--- config.mk ---
export PLATFORM = sky130hd
export DESIGN_NAME = serial_adder
export DESIGN_NICKNAME = d
export VERILOG_FILES = /design/src/rtl/serial_adder.sv
export SDC_FILE = /design/constraint.sdc
export NUM_CORES = 1
export LEC_CHECK = 0
export CELL_PAD_IN_SITES_DETAIL_PLACEMENT = 0
export CELL_PAD_IN_SITES_GLOBAL_PLACEMENT = 2
export CORE_ASPECT_RATIO = 1.4
export CORE_MARGIN = 1.5
export CORE_UTILIZATION = 40
export DETAILED_ROUTE_END_ITERATION = 10
export DONT_BUFFER_PORTS = 1
export PLACE_DENSITY = 0.84
export SETUP_SLACK_MARGIN = 0.5
export SLEW_MARGIN = 20
export SYNTH_ARGS = -nofsm -noshare
export SYNTH_HDL_FRONTEND = slang
export SYNTH_SLANG_ARGS = --single-unit
--- constraint.sdc ---
create_clock -name clk -period 1.95 [get_ports clk]
set_input_delay 0.0975 -clock clk [delete_from_list [all_inputs] [get_ports clk]]
set_output_delay 0.0975 -clock clk [all_outputs]
set_load 0.01 [all_outputs]
--- src/rtl/serial_adder.sv ---
// Bit-serial adder: streams two WIDTH-bit operands LSB-first through one full-adder slice.
// Define SERIAL_ADDER_SUB_EN to enable subtract mode via the sub input.
module serial_adder #(
  parameter int unsigned WIDTH = 8
) (
  input  logic             clk,
  input  logic             rst_n,
  input  logic             start,
  input  logic [WIDTH-1:0] a,
  input  logic [WIDTH-1:0] b,
  input  logic             ci,
  input  logic             sub,
  output logic             busy,
  output logic             done,
  output logic [WIDTH-1:0] sum,
  output logic             co
);

  localparam int unsigned CW = $clog2(WIDTH);

  typedef enum logic [1:0] {
    IDLE = 2'd0,
    RUN  = 2'd1,
    DONE = 2'd2
  } state_t;

  state_t           state;
  logic [WIDTH-1:0] a_sr;
  logic [WIDTH-1:0] b_sr;
  logic [WIDTH-1:0] acc;
  logic             carry;
  logic [CW-1:0]    cnt;

  logic             s_bit;
  logic             c_next;
  logic             last_bit;
  logic [WIDTH-1:0] b_load;
  logic             c_load;
  logic [WIDTH-1:0] acc_next;

  // Single full-adder slice on the current LSBs and the looped carry
  assign s_bit    = a_sr[0] ^ b_sr[0] ^ carry;
  assign c_next   = (a_sr[0] & b_sr[0]) | (a_sr[0] & carry) | (b_sr[0] & carry);
  assign last_bit = (cnt == CW'(WIDTH - 1));
  assign acc_next = {s_bit, acc[WIDTH-1:1]};

`ifdef SERIAL_ADDER_SUB_EN
  // Two's-complement subtract: invert B and force the carry-in to one
  assign b_load = sub ? ~b : b;
  assign c_load = sub ? 1'b1 : ci;
`else
  logic unused_sub;
  assign unused_sub = sub;
  assign b_load     = b;
  assign c_load     = ci;
`endif

  always_ff @(posedge clk or negedge rst_n) begin
    if (!rst_n) begin
      state <= IDLE;
      a_sr  <= '0;
      b_sr  <= '0;
      acc   <= '0;
      carry <= 1'b0;
      cnt   <= '0;
      busy  <= 1'b0;
      done  <= 1'b0;
      sum   <= '0;
      co    <= 1'b0;
    end else begin
      case (state)
        IDLE: begin
          if (start) begin
            a_sr  <= a;
            b_sr  <= b_load;
            carry <= c_load;
            cnt   <= '0;
            busy  <= 1'b1;
            state <= RUN;
          end
        end
        RUN: begin
          a_sr  <= {1'b0, a_sr[WIDTH-1:1]};
          b_sr  <= {1'b0, b_sr[WIDTH-1:1]};
          acc   <= acc_next;
          carry <= c_next;
          cnt   <= cnt + CW'(1);
          // Final bit: the result register is now aligned, publish it
          if (last_bit) begin
            sum   <= acc_next;
            co    <= c_next;
            done  <= 1'b1;
            state <= DONE;
          end
        end
        DONE: begin
          done  <= 1'b0;
          busy  <= 1'b0;
          state <= IDLE;
        end
        default: begin
          done  <= 1'b0;
          busy  <= 1'b0;
          state <= IDLE;
        end
      endcase
    end
  end

endmodule

# Word level (Yosys, flattened, before mapping)
# Cells that the tools add are included.
# totals
regBits	41
input_bits	21
output_inout_bits	11
elab_cells	46
# op_classes
n_addsub	1
n_eq_ne	4
n_mux	15
bitwise	9
reduce_logical	7
# op_table
operator	n
$pmux 8 s2	2
$mux 8	2
$reduce_and 2->1	5
$pmux 1 s2	3
$pmux 3 s2	1
$mux 2	2
$ne 2x2->1 const B	2
$pmux 2 s2	1
$add 3x1->3 const B	1
$and 1x1->1	3
$eq 3x3->1 const B	1
$mux 1	3
$mux 3	1
$eq 2x1->1 const B	1
$logic_not 2->1	1
$not 1->1	2
$or 1x1->1	2
$reduce_bool 2->1	1
$xor 1x1->1	2

# Longest topological paths before layout
# Gate-level depths: netlist of run 1.
# logic_depth
depth_word	4
depth_mapped	5
mapped_depth_nobuf	4

# Least setup slack after synthesis of run 1
# OpenSTA, ideal clock, no wires.
# synth_path
kind	register -> register
from	register cnt[0]
to	register co
setup_ns	0.125
arrival_time_ns	1.238
required_time_ns	1.825
path_slack_ns	0.587
path_stages_with_launch	5
n_path_buf	0
synth_period_minus_slack_ns	1.363
path_cell_list	dfrtp_1 > ha_1 > ha_1 > nand2_8 > mux2_4
# synth_between
elab_chain_len	2
# synth_rtl
item	line_no	text
start, declared	32	logic [CW-1:0] cnt;
start signal, assigned	87	cnt <= cnt + CW'(1);
$eq 3x3->1	44	assign last_bit = (cnt == CW'(WIDTH - 1));
$reduce_and 2->1 (no line)	-	
end signal, assigned	91	co <= c_next;
end, declared	16	output logic co
# Every way passes these cells.
# A chain may end at the register's enable or synchronous reset.

# Worst setup path in the final report of run 1
# layout_path
from	register cnt[0]
to	register sum[0]
# layout_between
elab_chain_len	2
# layout_rtl
item	line_no	text
$eq 3x3->1	44	
$reduce_and 2->1 (no line)	-	
end signal, assigned	90	sum <= acc_next;
end, declared	15	output logic [WIDTH-1:0] sum,
# Every way passes these cells.

==> results of run 1 <==
## registers in the layout, summed over array words and instances (netlist names)
register  flops
done          1
sum           8
acc           7
carry         1
cnt           3
a_sr          8
state         2
b_sr          8
co            1
busy          1
## worst paths after layout
kind | start | to | slack (ps) | cells past startpoint
setup reg to reg | cnt[0] | sum[0] | 560 | 4
hold / removal | a[2] | a_sr[2] | 20 | 2
max in group asynchronous | rst_n | a_sr[4] | 1480 | 2
min in group asynchronous | rst_n | co | 280 | 2
hold reg to reg | acc[1] | acc[1] | 490 | 2
setup / recovery | cnt[0] | sum[0] | 560 | 4
## kinds of logic after synthesis
group                    synth area share [%]
flip-flops                               57.0
AO/OA/AOI/OAI                            18.8
AND/OR/NAND/NOR                          8.69
buffers and inverters                    5.27
multiplexers                             7.69
adder cells (fa/ha/maj)                  2.56
## critical path, cell delays in order, from the launching register on
cell     delay (ps)
dfrtp_1         410
ha_1            210
ha_2            220
nand2_8         130
mux2_4          310
## metal layers
layer  vias up  global-route usage [%]  part of all wire, %
met5         -                       0                    0
met3         6                    5.83                  5.4
met1       617                    17.7                   42
met2        33                    26.2                   51
met4         0                    6.14                  1.7
li1        563                       -                    -
## repair_timing
item                                    CTS  global route
buffers inserted                          0             1
endpoints found under the setup margin    9             9
hold buffers                              5             0
resized for setup                         1             0
pin swaps                                 0             0
hold endpoints to repair                 43             0
## per-stage QoR
step           utilization (%)  instances
6_report                  45.4        219
5_1_grt                   45.4        219
4_1_cts                   45.2        218
3_5_place_dp              41.6        205
3_3_place_gp              41.6        205
2_1_floorplan                -        153
## cells in the mapped netlist
cell type | number | area share (%)
ha_1 | 2 | 1.4
a21oi_1 | 18 | 5.1
fa_1 | 1 | 1.1
a22o_1 | 2 | 1.0
clkbuf_1 | 1 | 0.21
buf_12 | 1 | 1.1
nand2_8 | 1 | 1.1
o22ai_1 | 30 | 11
nor2b_1 | 1 | 0.36
mux2_4 | 9 | 7.7
nand2_1 | 23 | 4.9
nor2_1 | 3 | 0.64
dfrtp_1 | 40 | 57
o21ai_0 | 7 | 2.0
inv_1 | 3 | 0.64
buf_4 | 2 | 0.85
nor2b_4 | 1 | 0.78
buf_2 | 4 | 1.1
nand2b_1 | 1 | 0.36
nand2b_2 | 1 | 0.50
buf_6 | 2 | 1.3
## cells in the final DEF (no fill, tap or decap)
cell type      instances
nand2b_1               1
nand2b_2               1
mux2_4                 9
nor2b_1                1
fa_1                   1
a22o_1                 2
a21oi_1               18
clkbuf_8               6
ha_1                   1
dfrtp_1               40
ha_2                   1
nand2_1               23
nand2_8                1
nor2b_4                1
clkbuf_1               2
o22ai_1               30
buf_4                  3
buf_12                 1
inv_1                  3
o21ai_0                7
nor2_1                 3
dlygate4sd3_1          4
## where the power goes
group | switching [mW] | internal, mW | total, mW
Combinational | 0.512 | 0.523 | 1.04
Sequential | 0.356 | 1.22 | 1.57
Clock | 0.272 | 0.289 | 0.560
Total | 1.14 | 2.03 | 3.17
## layout make-up
cell class / instances / area share (%)
flip-flops and latches: 40 / 52.0
multi-input cells: 100 / 34.6
repair buffers: 8 / 4.29
inverters: 3 / 0.585
well taps: 60 / 3.90
clock buffers: 8 / 4.68
==> impl_metrics.py, run 1 <==
metrics = {
    "detailed_routing": {
        "drt_pass1_iterations": 4,
        "ant_nets": 0,
        "drc_errors": 0,
        "via_per_inst": 5.57,
        "num_vias": 1219,
        "wl_mm": 3.41,
        "wl_per_cell_um": 15.6,
        "drtIter0Drc": 59,
    },
    "floorplanning": {
        "ios": 32,
        "rows": 28,
        "start_util_pct": 41.4,
        "die-area_um2": 4800,
        "die_x_um": 59.0,
        "die_h_um": 81.4,
        "core_area_um2": 4240,
    },
    "yosys": {
        "syn_area_per_cell_um2": 11.5,
        "syn-num-nets": 177,
        "synth.distinct_cells": 21,
        "synth_seq_area_share_pct": 57.0,
        "yosysWarnings": 0,
        "yosys_register_bits": 40,
        "synth_area_um2": 1760,
        "synthCells": 153,
    },
    "placed_design": {
        "pre_cts_slack_ps": 504,
        "hpwl_mm": 2.25,
        "placed_cell_area_um2": 1770,
        "place.port_buffers": 0,
        "place.gp.congestion": 0.755,
    },
    "global_routing": {
        "gr-total-overflow": 0,
        "antenna_found_initial": 0,
        "grtUsageTotal_pct": 15.6,
        "grt_start_max_net_pins": 41,
        "grt_pass1_wl_mm": 5.59,
        "grt_pass1_vias": 1220,
    },
    "sta": {
        "finClkSkew_ps": 6.04,
        "rsz0062_at_grt": "no",
        "slew_headroom_pct": 65.4,
        "period_share_pct": 71.3,
        "tightest_slew_ps": 518,
        "final.min_clock_period_ps": 1390,
        "fmax_ghz": 0.719,
        "fin_hold_ws_ps": 18.9,
        "setup_viol": 0,
        "hold_violations": 0,
        "setup-tns-final_ps": 0,
        "layout_setup_ws_ps": 559,
        "final_max_slew_viol_count": 0,
    },
    "clock_tree": {
        "clock-sinks": 40,
        "cts_tree": "done",
        "clk_latency_ps": 290,
        "ctsLongestPathBuffers": 2,
        "clockRootBuffer": "clkbuf_8",
        "cts-buffers-inserted": 5,
        "htree_levels": 2,
        "cts.clk_slew.worst_paths_ps": 70,
    },
    "worst_setup_path": {
        "path_class": "register to register",
        "critPathMaxFanout": 10,
        "required_ps": 2120,
        "worstPathArrival_ps": 1560,
        "end_kind": "register",
        "start_kind": "register",
    },
    "cells_and_area": {
        "multi_input_area_um2": 666,
        "fill_cells": 419,
        "n_antenna_cell": 0,
        "regArea_um2": 1000,
        "design_area_um2": 1930,
        "fin_nets": 182,
        "drive_gt1_share_pct": 14.5,
        "area_growth_pct": 9.62,
    },
    "power": {
        "p_leak_nw": 0.875,
        "ir_worst_vdd_uv": 785,
        "total_power_mw": 3.17,
        "p_per_area_nw_per_um2": 1650,
    },
    "job": {
        "maxCapViolCount": 0,
    },
    "hold_path": {
        "worstHoldPathType": "primary input to register",
    },
    "status": {
        "status": "complete, no violations",
    },
}
(Power assumes the default switching activity.)
==> inputs of run 2 (changes only) <==
--- a/config.mk
+++ b/config.mk
@@ -9,10 +9,10 @@
 export CELL_PAD_IN_SITES_GLOBAL_PLACEMENT = 2
 export CORE_ASPECT_RATIO = 1.4
 export CORE_MARGIN = 1.5
-export CORE_UTILIZATION = 40
+export CORE_UTILIZATION = 36
 export DETAILED_ROUTE_END_ITERATION = 10
 export DONT_BUFFER_PORTS = 1
-export PLACE_DENSITY = 0.84
+export PLACE_DENSITY = 0.8
 export SETUP_SLACK_MARGIN = 0.5
 export SLEW_MARGIN = 20
 export SYNTH_ARGS = -nofsm -noshare
==> constraint.sdc (replaced) <==
create_clock -name clk -period 1.25 [get_ports clk]
set_input_delay 0.0625 -clock clk [delete_from_list [all_inputs] [get_ports clk]]
set_output_delay 0.0625 -clock clk [all_outputs]
set_load 0.01 [all_outputs]
==> run 2 against run 1 <==
Compared with the run above:
- die area grew 11%
- the run now ends with hold timing, setup timing left
- final cell count is 17% higher
- combinational power rose to 3.1 times the previous value
- sequential share of layout area down 16 points
- critical path depth unchanged
- sequential cell count unchanged
- register-to-register slack lost 610 ps
- largest power group is now combinational logic
- setup slack worse by 610 ps
- via count grew 15%
- clock power up 58%
- final area up 43%
- first-iteration DRC count fell by 1.7%
==> impl_metrics.py, run 2 (synthesis results as in run 1) <==
metrics = {
    "clock_tree": {
        "cts-buffers-inserted": 5,
        "cts_tree": "done",
        "htree_levels": 2,
        "ctsLongestPathBuffers": 2,
        "cts.clk_slew.worst_paths_ps": 70,
        "clock-sinks": 40,
        "clk_latency_ps": 290,
        "clockRootBuffer": "clkbuf_8",
    },
    "cells_and_area": {
        "reg_top3": "a_sr: 8 flops, b_sr: 8 flops, sum: 8 flops",
        "area_growth_pct": 57.1,
        "final_core_util_pct": 59.9,
        "design_area_um2": 2760,
        "final_common_cell": "dfrtp_1",
        "fin_nets": 218,
        "final_cell_mix": "dfrtp_1 (39), o22ai_2 (23), dlygate4sd3_1 (17)",
        "drive_gt1_share_pct": 56.9,
        "n_antenna_cell": 0,
    },
    "floorplanning": {
        "rows": 29,
        "start_util_pct": 38.1,
        "die_x_um": 62.0,
        "ios": 32,
        "die_h_um": 85.7,
        "die-area_um2": 5310,
        "core_area_um2": 4610,
    },
    "sta": {
        "final_max_slew_viol_count": 0,
        "finClkSkew_ps": 3.05,
        "hold_violations": 55,
        "layout_setup_ws_ps": -46.0,
        "rsz0062_at_grt": "yes",
        "slew_headroom_pct": 84.7,
        "final.min_clock_period_ps": 1300,
        "fin_hold_ws_ps": -542,
        "setup_viol": 9,
        "tightest_slew_ps": 230,
        "period_share_pct": 104,
        "setup-tns-final_ps": -360,
        "fmax_ghz": 0.772,
    },
    "global_routing": {
        "antenna_found_initial": 0,
        "grt_pass1_vias": 1379,
        "gr-total-overflow": 0,
        "grtUsageTotal_pct": 16.8,
        "grt_start_max_net_pins": 41,
        "grt_pass1_wl_mm": 6.59,
    },
    "detailed_routing": {
        "ant_nets": 0,
        "drtIter0Drc": 58,
        "wl_per_cell_um": 18.2,
        "via_per_inst": 5.46,
        "drt_pass1_iterations": 4,
        "drc_errors": 0,
        "num_vias": 1404,
        "wl_mm": 4.67,
    },
    "placed_design": {
        "placed_cell_area_um2": 1880,
        "place.gp.congestion": 0.750,
        "place.port_buffers": 0,
        "hpwl_mm": 2.40,
    },
    "worst_setup_path": {
        "end_kind": "register",
        "start_kind": "register",
        "rr_startpoint": "cnt[0]",
        "critPathLaunch": "cnt[0]",
        "worstPathArrival_ps": 1480,
        "reg2reg_slack_ps": -50,
        "critPathMaxFanout": 5,
        "path_class": "register to register",
        "required_ps": 1430,
    },
    "power": {
        "p_leak_nw": 1.18,
        "ir_worst_vdd_uv": 1190,
        "p_per_area_nw_per_um2": 2450,
    },
    "hold_path": {
        "worstHoldPathType": "primary input to asynchronous set/reset pin",
    },
    "status": {
        "violations": "hold timing, setup timing",
        "status": "finished with violations",
    },
    "job": {
        "maxCapViolCount": 0,
    },
}
[run 2: worst max-delay path: stages, from the launching register on]
cell and delay, ps:
dfrtp_1 390, ha_2 200, ha_4 200, nand2_8 90
mux2_4 300
[run 2: where the power goes]
group	switching (mW)	internal (mW)	total, mW
Combinational	1.44	1.81	3.25
Sequential	0.740	1.90	2.64
Clock	0.432	0.450	0.882
Total	2.61	4.16	6.77
[run 2: final cells by class]
| type | count | area, um2 |
|---|---|---|
| Sequential cell | 40 | 1000 |
| Multi-Input combinational cell | 105 | 1110 |
| Fill cell | 376 | 1850 |
| Timing Repair Buffer | 38 | 438 |
| Tap cell | 62 | 77.6 |
| Inverter | 3 | 32.5 |
| Timing Repair inverter | 1 | 8.76 |
| Clock buffer | 8 | 90.1 |
[run 2: layer usage]
| metal | vias up | wire, um | GRT usage, % |
|---|---|---|---|
| li1 | 644 | - | - |
| met1 | 714 | 1880 | 19.9 |
| met2 | 40 | 2530 | 27.5 |
| met3 | 6 | 166 | 5.73 |
| met4 | 0 | 93 | 6.19 |
| met5 | - | 0 | 0 |
[run 2: path summary, 6_finish.rpt]
check	cells past startpoint	endpoint
worst min register to register	2	acc[4]
min in group clk	2	busy
max in group asynchronous	0	b_sr[0]
worst min-delay path	0	acc[4]
worst max register to register	4	sum[5]
worst max-delay path	4	sum[5]
[run 2: repair_timing]
item                                    4_1_cts  5_1_grt
pin swaps                                     7       21
cloned                                        4        4
hold buffers                                 16        1
endpoints found under the setup margin       51       51
endpoints found under the hold margin        58       55
buffers inserted                              3        8
gates resized for setup                      22       71
[run 2: through the flow]
stage / std cells / hold WS, ps / setup WS [ps] / total power, mW
2_1_floorplan: 153 / -233 / -9.69 / 3.91
3_3_place_gp: 213 / -232 / -25.0 / 4.19
3_5_place_dp: 213 / -232 / -60.4 / 4.31
4_1_cts: 244 / -551 / -44.1 / 5.61
5_1_grt: 257 / -565 / -77.0 / 7.19
6_report: 257 / -542 / -46.0 / 6.77
==> inputs of run 3 (changes only) <==
==> constraint.sdc (replaced) <==
create_clock -name clk -period 1.25 [get_ports clk]
set_input_delay 0.125 -clock clk [delete_from_list [all_inputs] [get_ports clk]]
set_output_delay 0.125 -clock clk [all_outputs]
set_load 0.01 [all_outputs]
==> run 3 against run 2 <==
Compared with the run above:
- the flow still finishes with violations (hold timing, setup timing)
- register-to-register slack hardly changed
- fmax is 0.68% higher
- die area stayed put
- core utilization is 8.3 points lower
- sequential share of layout area is 5.8 points higher
- clock skew is 2.6 ps higher
- combinational power is 15% lower
- critical path type unchanged
- critical endpoint is now sum[1]
==> impl_metrics.py, run 3 (synthesis results as in run 1) <==
metrics = {
    "cells_and_area": {
        "drive_gt1_share_pct": 43.7,
        "final_common_cell": "dfrtp_1",
        "area_growth_pct": 35.3,
        "final_cell_mix": "dfrtp_1 (39), o22ai_1 (22), nand2_1 (14), a21oi_1 (14), buf_4 (13)",
        "reg_top3": "a_sr: 8 flops, b_sr: 8 flops, sum: 8 flops",
        "fin_nets": 207,
        "n_antenna_cell": 0,
        "design_area_um2": 2380,
    },
    "sta": {
        "layout_setup_ws_ps": -37.2,
        "fmax_ghz": 0.777,
        "final_max_slew_viol_count": 0,
        "final.min_clock_period_ps": 1290,
        "setup_viol": 10,
        "tightest_slew_ps": 263,
        "slew_headroom_pct": 82.4,
        "setup-tns-final_ps": -305,
        "rsz0062_at_grt": "yes",
        "finClkSkew_ps": 5.67,
        "period_share_pct": 103,
        "fin_hold_ws_ps": -476,
        "hold_violations": 40,
    },
    "detailed_routing": {
        "drc_errors": 0,
        "drt_pass1_iterations": 4,
        "wl_mm": 4.32,
        "ant_nets": 0,
        "via_per_inst": 5.60,
        "drtIter0Drc": 59,
        "wl_per_cell_um": 17.6,
        "num_vias": 1372,
    },
    "placed_design": {
        "placed_cell_area_um2": 1880,
        "hpwl_mm": 2.40,
        "place.gp.congestion": 0.747,
        "place.port_buffers": 0,
    },
    "clock_tree": {
        "cts-buffers-inserted": 5,
        "clock-sinks": 40,
        "ctsLongestPathBuffers": 2,
        "cts_tree": "done",
        "cts.clk_slew.worst_paths_ps": 70,
        "clk_latency_ps": 290,
        "htree_levels": 2,
        "clockRootBuffer": "clkbuf_8",
        "hold_buffers": 3,
    },
    "floorplanning": {
        "start_util_pct": 38.1,
        "ios": 32,
        "die_h_um": 85.7,
        "die-area_um2": 5310,
        "core_area_um2": 4610,
        "die_x_um": 62.0,
        "rows": 29,
    },
    "power": {
        "p_sw_share_pct": 36.6,
        "p_per_area_nw_per_um2": 2540,
        "ir_worst_vdd_uv": 1190,
        "p_leak_nw": 1.06,
        "power.share.clock_pct": 13.2,
        "p_int_mw": 3.83,
        "pwr-share-comb_pct": 45.6,
        "p_sw_mw": 2.21,
        "seq_power_share_pct": 41.2,
    },
    "job": {
        "maxCapViolCount": 0,
    },
    "worst_setup_path": {
        "start_kind": "register",
        "worstPathArrival_ps": 1460,
        "crit_buf_inv": 0,
        "path_cells": "ha_2, ha_4, nand2_8, mux2_4",
        "crit_family": "adder cells",
        "end_kind": "register",
        "required_ps": 1420,
        "path_class": "register to register",
        "critPathMaxFanout": 5,
        "crit_path_max_incr_delay_ps": 390,
        "slowest_stage": "dfrtp_1",
    },
    "hold_path": {
        "worstHoldPathType": "primary input to asynchronous set/reset pin",
    },
    "status": {
        "status": "finished with violations",
        "violations": "hold timing, setup timing",
    },
    "global_routing": {
        "gr-total-overflow": 0,
        "grt_pass1_wl_mm": 6.57,
        "grtUsageTotal_pct": 16.8,
        "antenna_found_initial": 0,
        "grt_pass1_vias": 1362,
        "grt_start_max_net_pins": 41,
    },
}
==> run 3: cell types whose count changed in the layout (fill, tap and decap cells not counted), moves of 2 or more <==
cell           change
nand2_1            +5
buf_12             +2
o22ai_1           +21
nand2_2            -4
buf_6              -3
o21ai_1            +2
o21ai_2            -2
a21oi_2            -5
o22ai_2           -15
o22ai_4            -6
buf_4              +6
dlygate4sd3_1     -14
a21oi_1            +5
==> run 3: through the flow <==
step                total power [mW]  worst slack (ps)  instances  utilization, %
finish                          6.05             -37.2        245            51.6
global route                    6.43             -98.4        245            51.6
CTS                             5.47             -37.5        234            46.8
detailed placement              4.31             -59.2        213            40.8
global placement                4.19             -27.6        213            40.8
floorplan                       3.91             -9.69        153               -
==> run 3: power by group through the flow <==
stage	combinational (mW)	sequential [mW]	clock, mW
2_1_floorplan	1.58	2.33	0
3_3_place_gp	1.76	2.43	0
3_5_place_dp	1.84	2.47	0
4_1_cts	2.19	2.45	0.821
5_1_grt	3.00	2.57	0.861
6_report	2.76	2.49	0.797
==> run 3: worst paths after layout <==
path	start	endpoint	slack, ps	cells past startpoint
min reg2reg	acc[6]	acc[5]	500	2
max	cnt[1]	sum[1]	-40	4
min	rst_n	acc[1]	-480	0
min in group clk	b[4]	b_sr[4]	40	2
max reg2reg	cnt[1]	sum[1]	-40	4
max in group asynchronous	rst_n	a_sr[2]	1640	0
==> run 3: area by class of cell <==
type	instances	area, um2
Multi-Input combinational cell	104	861
Timing Repair inverter	1	8.76
Clock buffer	6	72.6
Fill cell	420	2230
Inverter	3	26.3
Clock inverter	1	5.00
Tap cell	62	77.6
Timing Repair Buffer	28	324
Sequential cell	40	1000
==> run 3: timing repair <==
item / 4_1_cts / 5_1_grt
pin swaps: 5 / 12
hold endpoints to repair: 43 / 40
endpoints found under the setup margin: 51 / 51
buffers inserted: 7 / 9
gates cloned: 4 / 2
resized for setup: 15 / 31
==> run 3: metal layers <==
layer	global-route usage, %	part of all wire (%)	up-vias
met5	0	0	-
met4	6.96	2.8	0
met3	3.92	3.9	10
li1	-	-	622
met1	20.3	41	708
met2	27.6	53	32
